File: src/rtl/membus_pkg.sv
`default_nettype none
// ============================================================================
// Package     : membus
// Description : Shared types and grant helper for the memory bus arbiter.
// Revision    : 1.0 - initial release
// ============================================================================
package membus;

   localparam int XLEN = 32;

   typedef enum logic [0:0] {
      ARB_IDLE = 1'b0,
      ARB_BUSY = 1'b1
   } arb_state_t;

   typedef enum logic [0:0] {
      OWN_I = 1'b0,
      OWN_D = 1'b1
   } arb_owner_t;

   typedef struct packed {
      logic [XLEN-1:0]   addr;
      logic              wen;
      logic [XLEN-1:0]   wdata;
      logic [XLEN/8-1:0] wmask;
   } mem_req_t;

   // D wins a tie unless fetch has been starved long enough.
   function automatic arb_owner_t arb_grant(input logic i_valid,
                                            input logic d_valid,
                                            input logic starve_hit);
      return (i_valid && (!d_valid || starve_hit)) ? OWN_I : OWN_D;
   endfunction

endpackage
`default_nettype wire

File: src/rtl/membus_arbiter.sv
`default_nettype none
// ============================================================================
// Module      : membus_arbiter
// Description : Shares one memory port between fetch (I) and load/store (D),
//               one transaction outstanding, with a fetch starvation bound.
// Revision    : 1.0 - initial release
// ============================================================================
module membus_arbiter
   import membus::*;
#(
   parameter int ADDR_W     = XLEN,
   parameter int DATA_W     = 32,
   parameter int STARVE_MAX = 4
) (
   input  logic                clk,
   input  logic                rst,
   input  logic                i_valid,
   output logic                i_ready,
   input  logic [ADDR_W-1:0]   i_addr,
   output logic                i_rvalid,
   output logic [DATA_W-1:0]   i_rdata,
   input  logic                d_valid,
   output logic                d_ready,
   input  logic [ADDR_W-1:0]   d_addr,
   input  logic                d_wen,
   input  logic [DATA_W-1:0]   d_wdata,
   input  logic [DATA_W/8-1:0] d_wmask,
   output logic                d_rvalid,
   output logic [DATA_W-1:0]   d_rdata,
   output logic                m_valid,
   input  logic                m_ready,
   output logic [ADDR_W-1:0]   m_addr,
   output logic                m_wen,
   output logic [DATA_W-1:0]   m_wdata,
   output logic [DATA_W/8-1:0] m_wmask,
   input  logic                m_rvalid,
   input  logic [DATA_W-1:0]   m_rdata
);

   localparam int CNT_W = (STARVE_MAX < 2) ? 1 : $clog2(STARVE_MAX + 1);
   localparam logic [CNT_W-1:0] c_starve_max = CNT_W'(STARVE_MAX);

   arb_state_t       r_state, w_state_nxt;
   arb_owner_t       r_owner, w_owner_nxt;
   logic [CNT_W-1:0] r_starve_cnt, w_starve_cnt_nxt;

   logic       w_can_issue;
   logic       w_starve_hit;
   logic       w_accept;
   arb_owner_t w_grant;

   always_ff @(posedge clk or posedge rst) begin
      if (rst) begin
         r_state      <= ARB_IDLE;
         r_owner      <= OWN_I;
         r_starve_cnt <= '0;
      end else begin
         r_state      <= w_state_nxt;
         r_owner      <= w_owner_nxt;
         r_starve_cnt <= w_starve_cnt_nxt;
      end
   end

   always_comb begin
      w_starve_hit = (STARVE_MAX != 0) && (r_starve_cnt == c_starve_max);
      // Gating with rst keeps the bus quiet while reset is held.
      w_can_issue  = !rst && ((r_state == ARB_IDLE) ||
                              ((r_state == ARB_BUSY) && m_rvalid));
      w_grant      = arb_grant(i_valid, d_valid, w_starve_hit);

      m_valid  = w_can_issue && (i_valid || d_valid);
      i_ready  = w_can_issue && i_valid && (w_grant == OWN_I) && m_ready;
      d_ready  = w_can_issue && d_valid && (w_grant == OWN_D) && m_ready;
      w_accept = m_valid && m_ready;

      m_addr  = '0;
      m_wen   = 1'b0;
      m_wdata = '0;
      m_wmask = '0;
      if (!rst) begin
         if (w_grant == OWN_I) begin
            m_addr = i_addr;
         end else begin
            m_addr  = d_addr;
            m_wen   = d_wen;
            m_wdata = d_wdata;
            m_wmask = d_wmask;
         end
      end

      i_rvalid = m_rvalid && (r_state == ARB_BUSY) && (r_owner == OWN_I);
      d_rvalid = m_rvalid && (r_state == ARB_BUSY) && (r_owner == OWN_D);
      i_rdata  = m_rdata;
      d_rdata  = m_rdata;

      w_state_nxt = r_state;
      w_owner_nxt = r_owner;
      if (w_accept) begin
         w_state_nxt = ARB_BUSY;
         w_owner_nxt = w_grant;
      end else if ((r_state == ARB_BUSY) && m_rvalid) begin
         w_state_nxt = ARB_IDLE;
      end

      w_starve_cnt_nxt = r_starve_cnt;
      if (!i_valid || i_ready) begin
         w_starve_cnt_nxt = '0;
      end else if (d_ready && (r_starve_cnt != c_starve_max)) begin
         w_starve_cnt_nxt = r_starve_cnt + 1'b1;
      end
   end

endmodule
`default_nettype wire

File: config.mk
export PLATFORM = sky130hd
export DESIGN_NAME = membus_arbiter
export DESIGN_NICKNAME = d
export VERILOG_FILES = /design/src/rtl/membus_pkg.sv /design/src/rtl/membus_arbiter.sv
export SDC_FILE = /design/constraint.sdc
export NUM_CORES = 1
export LEC_CHECK = 0
export BUFFER_PORTS_ARGS = -buffer_cell sky130_fd_sc_hd__clkbuf_2
export CAP_MARGIN = 20
export CORE_AREA = 2 2 108 110
export CTS_BUF_LIST = sky130_fd_sc_hd__clkbuf_8
export CTS_CLUSTER_DIAMETER = 100
export DETAILED_ROUTE_END_ITERATION = 16
export DIE_AREA = 0 0 110 112
export GPL_TIMING_DRIVEN = 0
export SLEW_MARGIN = 10
export SYNTH_ARGS = -nofsm -noshare
export SYNTH_HDL_FRONTEND = slang
export SYNTH_SLANG_ARGS = --single-unit
File: constraint.sdc
create_clock -name clk -period 5.2 [get_ports clk]
set_clock_uncertainty 0.2 [all_clocks]
set_input_delay 0.78 -clock clk [delete_from_list [all_inputs] [get_ports clk]]
set_output_delay 0.78 -clock clk [all_outputs]
set_load 0.02 [all_outputs]
==> results of run 1 <==
## state kept, by name, summed over array words and instances (netlist names)
register,cells
r_owner,1
r_state,1
r_starve_cnt,3
## cell families (layout without fill, tap and decap cells)
group | after synthesis | in the layout | synth area share, %
compound gates | 76 | 76 | 24.6
fa+ha+maj | 2 | 2 | 1.51
buf+inv | 90 | 337 | 37.2
flops | 5 | 5 | 7.57
simple gates | 85 | 85 | 29.1
## cell type report
type	instances	area, um2
Inverter	5	18.8
Clock buffer	3	41.3
Timing Repair Buffer	243	1220
Sequential cell	5	125
Multi-Input combinational cell	163	913
Fill cell	1302	8080
Clock inverter	1	3.75
Buffer	85	596
Tap cell	143	179
## routing by layer
layer	vias to the layer above	GRT usage (%)	routed length (um)
met5	-	0	0
met4	0	1.18	44
met3	4	2.17	895
met2	169	22.4	4010
met1	1170	16.0	3580
li1	1300	-	-
## synth_stat cells, types with 2 or more instances
cell type	number	area share, %
o21ai_0	36	11
buf_2	5	1.5
nand3_1	33	10
nand4_1	2	0.76
nand2b_1	2	0.76
nor2b_1	2	0.76
dfrtp_1	5	7.6
buf_4	64	29
a21oi_1	36	11
and2_1	37	14
ha_1	2	1.5
clkbuf_1	9	2.0
buf_6	4	2.7
buf_1	3	0.68
inv_1	5	1.1
nor2_1	3	0.68
## critical path: cells and delay by family
| family | cells | cell delay, ns |
|---|---|---|
| AO/OA/AOI/OAI | 3 | 0.79 |
| buffers and inverters | 3 | 0.75 |
## power groups by stage
stage / Combinational [uW] / Sequential (uW) / Clock [uW]
2_1_floorplan: 179 / 43.0 / 0
3_3_place_gp: 292 / 43.2 / 0
3_5_place_dp: 293 / 43.3 / 0
4_1_cts: 294 / 42.8 / 73.2
5_1_grt: 315 / 43.0 / 77.0
6_report: 290 / 42.8 / 72.8
## worst max path at each step
stage / start / slack [ns] / endpoint / cells after the start
finish: d_valid / 1.90 / m_addr[3] / 6
global route: r_starve_cnt[0] / 1.71 / m_addr[11] / 7
CTS: d_valid / 1.86 / m_addr[22] / 6
detailed placement: d_valid / 1.87 / m_addr[3] / 6
global placement: d_valid / 1.87 / m_addr[22] / 6
floorplan: rst / 2.32 / i_ready / 3
## stage by stage
stage          worst slack, ns  cells  cell area (um2)  total power (uW)  hold slack (ns)
6_report                  1.90    648             3090               406            0.336
5_1_grt                   1.71    648             3090               435            0.360
4_1_cts                   1.86    648             3090               410            0.337
3_5_place_dp              1.87    644             3050               336            0.330
3_3_place_gp              1.87    644             3050               335            0.319
2_1_floorplan             2.32    258             1650               222            0.307
==> out/results.ini, run 1 <==
[sta]
period_needed_ns = 3.30
tightest_slew_ns = 0.545
slew_headroom_pct = 63.7
rsz0062_at_grt = no
max_freq_mhz = 303
drv_slew = 0
final.setup.tns_ns = 0
hold_viol_final = 0
setup_viol = 0
fin_crit_sh_pct = 63.5

[floorplanning]
die_h_um = 112
num_rows = 39
core_um2 = 11200
fp.dieW_um = 110
io-pin-count = 277
die_area_um2 = 12300
initial_core_util_pct = 14.8

[clocking]
cts.reportedPaths.clkPinSlew_ns = 0.04
numClockSinks = 5
clock_path_buffers = 2
post-cts-setup-buffer-count = 0
cts_buffers = 3
cts_root_buf = clkbuf_8
cts.htree.levels = 1
holdBufCountCts = 0
cts_resized = 0
cts_tree = done
worst_skew_pair.late_latency_ns = 0.22

[worst_hold_path]
worstHoldPathCells = 2
hold_class = reg -> reg
hold_path.startpoint = r_owner
min_to = r_owner

[place]
place_congestion = 0.737
dpl.hpwl_mm = 7.22
port_buffers = 243

[critical_path]
worstPathRequired_ns = 4.22
worst_setup_path_start_kind = primary input
cpMaxStageDelayCell = a21boi_2
crit_path_frequent_cell = clkbuf_2
crit_arrival_ns = 2.32
cp_slowest_stage_delay_ns = 0.44
r2r_slack_ns = 3.29
timing.rr.start = r_starve_cnt[0]
cp_max_fo = 10
critical_path_class = in -> out
r2r_end = r_starve_cnt[0]
r2r_cells = 6
cp_cell_sequence = clkbuf_2, a21boi_2, clkbuf_1, o21ai_0, a21oi_1, clkbuf_2
end_kind = output pin

[pwr]
p_per_area_nw_per_um2 = 131
vdd_drop_max_mv = 0.0527
swShare_pct = 46.5
p_seq_share_pct = 10.5
pwr-share-clk_pct = 18.0
switchingPower_uw = 189
intPower_uw = 217
p_leak_uw = 0.00179
combPwrFrac_pct = 71.5

[drt]
vias = 2643
detail_route.wl_per_cell_um = 13.2
antenna_left = 0
vias_per_cell = 4.08
drc_errors = 0
drt-initial-drc-count = 84
dr.pass1.iters = 4
routed_wl_mm = 8.53

[synthesis]
syn_nets = 399
synth.distinct_cells = 26
synth_cells = 258
syn_avg_cell_area_um2 = 6.41
synth_ff_type = dfrtp_1
netlist_area_um2 = 1650
async_reset_ff_share_pct = 100
synth-seq-cells = 5
ys.warnings.count = 0
synth.yosys.seq_area_share_pct = 7.57
synth_enable_flop_cells = 0

[layout]
nets = 647
areaGrowthSynthToFinish_pct = 87.1
final_common_cell = clkbuf_2
diodes = 0
layout_common_cells = 243 x clkbuf_2, 64 x buf_4, 37 x and2_1
utilization_pct = 27.7
drive_gt1_share_pct = 63.6

[global_route]
grt_pass1_wl_mm = 12.1
grt_remaining_overflow = 0
grt_max_degree = 11
antenna_found_initial = 0
track_usage_pct = 12.5
grt_pass1_vias = 2368

[run]
max-cap-violations = 0

[outcome]
outcome = finished clean

Note: power is estimated with default switching activity, not from simulation.
==> run 2: changes to the inputs <==
- ABC_AREA: not set -> 1
- clock period: 5.2 -> 3.4 ns (I/O delays scaled with it)
==> out/results.ini, run 2 <==
[outcome]
outcome = finished clean

[sta]
rsz0062_at_grt = no
max_freq_mhz = 383
period_needed_ns = 2.61
fin_crit_sh_pct = 76.7
hold_viol_final = 0  ; unchanged
slew_headroom_pct = 58.4  ; -5.3 points
final.setup.tns_ns = 0  ; unchanged
tightest_slew_ns = 0.624  ; +0.0791 ns
drv_slew = 0  ; unchanged
setup_viol = 0  ; unchanged

[synthesis]
synth_enable_flop_cells = 0  ; unchanged
netlist_area_um2 = 1590  ; -3.6%
synth.largest_area_cell = buf_4
yosysTopAreaCellShare_pct = 30.6  ; +1.6 points
synth-seq-cells = 5  ; unchanged
synth.yosys.seq_area_share_pct = 7.86  ; +0.29 points
async_reset_ff_share_pct = 100  ; unchanged
synth.distinct_cells = 17  ; -35%
syn_nets = 435  ; +9.0%
syn_avg_cell_area_um2 = 5.42  ; -15%
synth_cells = 294  ; +14%
yosys.cell_count.top_type = nor2_1
synth_ff_type = dfrtp_1
synth_area_leaders = buf_4 31%, nor2_1 25%, o21ai_0 11%
synth.top_cells.by_count = 105 x nor2_1, 65 x buf_4, 45 x inv_1, 34 x o21ai_0
ys.warnings.count = 0  ; unchanged

[place]
dpl.hpwl_mm = 6.10  ; -16%
port_buffers = 244  ; +0.41%
dpl_cell_area_um2 = 2990  ; -1.8%
place_congestion = 0.743  ; +0.90%

[worst_hold_path]
worstHoldPathCells = 2  ; unchanged
hold_class = reg -> reg

[floorplanning]
core_um2 = 11200  ; unchanged
die_h_um = 112  ; unchanged
initial_core_util_pct = 14.3  ; -0.54 points
fp.dieW_um = 110  ; unchanged
io-pin-count = 277  ; unchanged
die_area_um2 = 12300  ; unchanged
num_rows = 39  ; unchanged

[global_route]
antenna_found_initial = 0  ; unchanged
grt_pass1_wl_mm = 9.91  ; -18%
track_usage_pct = 10.0  ; -2.5 points
grt_pass1_vias = 2057  ; -13%
grt_max_degree = 15  ; +4
grt_remaining_overflow = 0  ; unchanged

[clocking]
cts_tree = done
cts.htree.levels = 1  ; unchanged
cts_buffers = 3  ; unchanged
post-cts-setup-buffer-count = 0  ; unchanged
holdBufCountCts = 0  ; unchanged
cts_resized = 0  ; unchanged
cts_root_buf = clkbuf_8
numClockSinks = 5  ; unchanged
clock_path_buffers = 2  ; unchanged
worst_skew_pair.late_latency_ns = 0.22  ; about the same
cts.reportedPaths.clkPinSlew_ns = 0.04  ; about the same

[pwr]
p_leak_uw = 0.00207  ; +15%
p_total_uw = 607  ; +50%
p_per_area_nw_per_um2 = 200  ; +52%
vdd_drop_max_mv = 0.114  ; +120%

[critical_path]
worstPathRequired_ns = 2.69  ; -1.53 ns
cp_slowest_stage_delay_ns = 0.37  ; -0.07 ns
crit_arrival_ns = 1.90  ; -0.42 ns
end_kind = output pin
cpMaxStageDelayCell = dfrtp_1
cp_num_cells = 9  ; +3
cp_max_fo = 10  ; unchanged
crit_path_frequent_cell = nand2_2
worst-path-buf-inv = 3  ; unchanged
worst_setup_path_start_kind = register
critical_path_class = reg -> out
r2r_cells = 9  ; +3
critPathTopFamily = simple AND/OR/NAND/NOR gates
cp_cell_sequence = inv_1, ha_1, nand2_2, nand2_2, nand2_4, nand2_2, buf_4, nor2_1, clkbuf_2

[layout]
largest_reg_flops = 3  ; unchanged
regMostFlops = r_starve_cnt
nets = 684  ; +5.7%
final_common_cell = clkbuf_2
diodes = 0  ; unchanged
utilization_pct = 27.2  ; -0.49 points
fin_area_um2 = 3040  ; -1.8%
top_regs = r_starve_cnt: 3 flops, r_owner: 1 flops, r_state: 1 flops
areaGrowthSynthToFinish_pct = 90.7
layout_common_cells = 247 x clkbuf_2, 105 x nor2_1, 65 x buf_4
drive_gt1_share_pct = 60.5  ; -3.0 points

[drt]
vias = 2446  ; -7.5%
drc_errors = 0  ; unchanged
vias_per_cell = 3.57  ; -12%
detail_route.wl_per_cell_um = 10.1  ; -23%
drt-initial-drc-count = 74  ; -12%
antenna_left = 0  ; unchanged
routed_wl_mm = 6.90  ; -19%
dr.pass1.iters = 4  ; unchanged

[run]
max-cap-violations = 0  ; unchanged

## run 2: cells by family (layout without fill, tap and decap cells)
family / count (synthesis) / after routing / share of synthesized area, %
compound gates: 34 / 34 / 10.7
xor+xnor: 1 / 1 / 0.550
fa+ha+maj: 2 / 2 / 1.57
buf+inv: 123 / 371 / 46.9
flops: 5 / 5 / 7.86
simple gates: 129 / 129 / 32.4
## run 2: path summary, 6_finish.rpt
| kind | start | end | slack, ns |
|---|---|---|---|
| setup / recovery | r_starve_cnt[0] | m_wdata[7] | 0.79 |
| hold / removal | r_starve_cnt[1] | r_starve_cnt[1] | 0.34 |
| setup reg to reg | r_starve_cnt[0] | r_starve_cnt[0] | 1.71 |
| hold reg to reg | r_starve_cnt[1] | r_starve_cnt[1] | 0.34 |
| max in group asynchronous | rst | r_owner | 2.21 |
| min in group asynchronous | rst | r_starve_cnt[1] | 0.39 |
## run 2: final cells by class
type	instances	area, um2
Inverter	47	176
Timing Repair Buffer	244	1220
Sequential cell	5	125
Clock inverter	1	3.75
Multi-Input combinational cell	166	721
Buffer	76	571
Clock buffer	3	41.3
Tap cell	143	179
Fill cell	1271	8140
## run 2: per-layer routing
layer	vias up	routed length, um	global-route usage, %
met4	0	25	1.27
met1	1018	2750	13.0
li1	1302	-	-
met3	3	639	0.878
met5	-	0	0
met2	123	3490	18.2
## run 2: metrics by stage
| stage | worst slack (ns) | cells | hold slack, ns |
|---|---|---|---|
| floorplan | 1.26 | 294 | 0.289 |
| global placement | 0.863 | 681 | 0.329 |
| detailed placement | 0.859 | 681 | 0.323 |
| CTS | 0.753 | 685 | 0.341 |
| global route | 0.641 | 685 | 0.379 |
| finish | 0.791 | 685 | 0.338 |
## run 2: tightest hold or removal path: cells and delay by family (launching register included)
kind          cells  cell delay, ns
flops             1            0.36
simple gates      2            0.14
## run 2: power breakdown
part | internal, uW | total [uW] | switching [uW]
registers | 63.9 | 66.6 | 2.72
clock network | 77.5 | 108 | 30.3
logic | 185 | 432 | 247
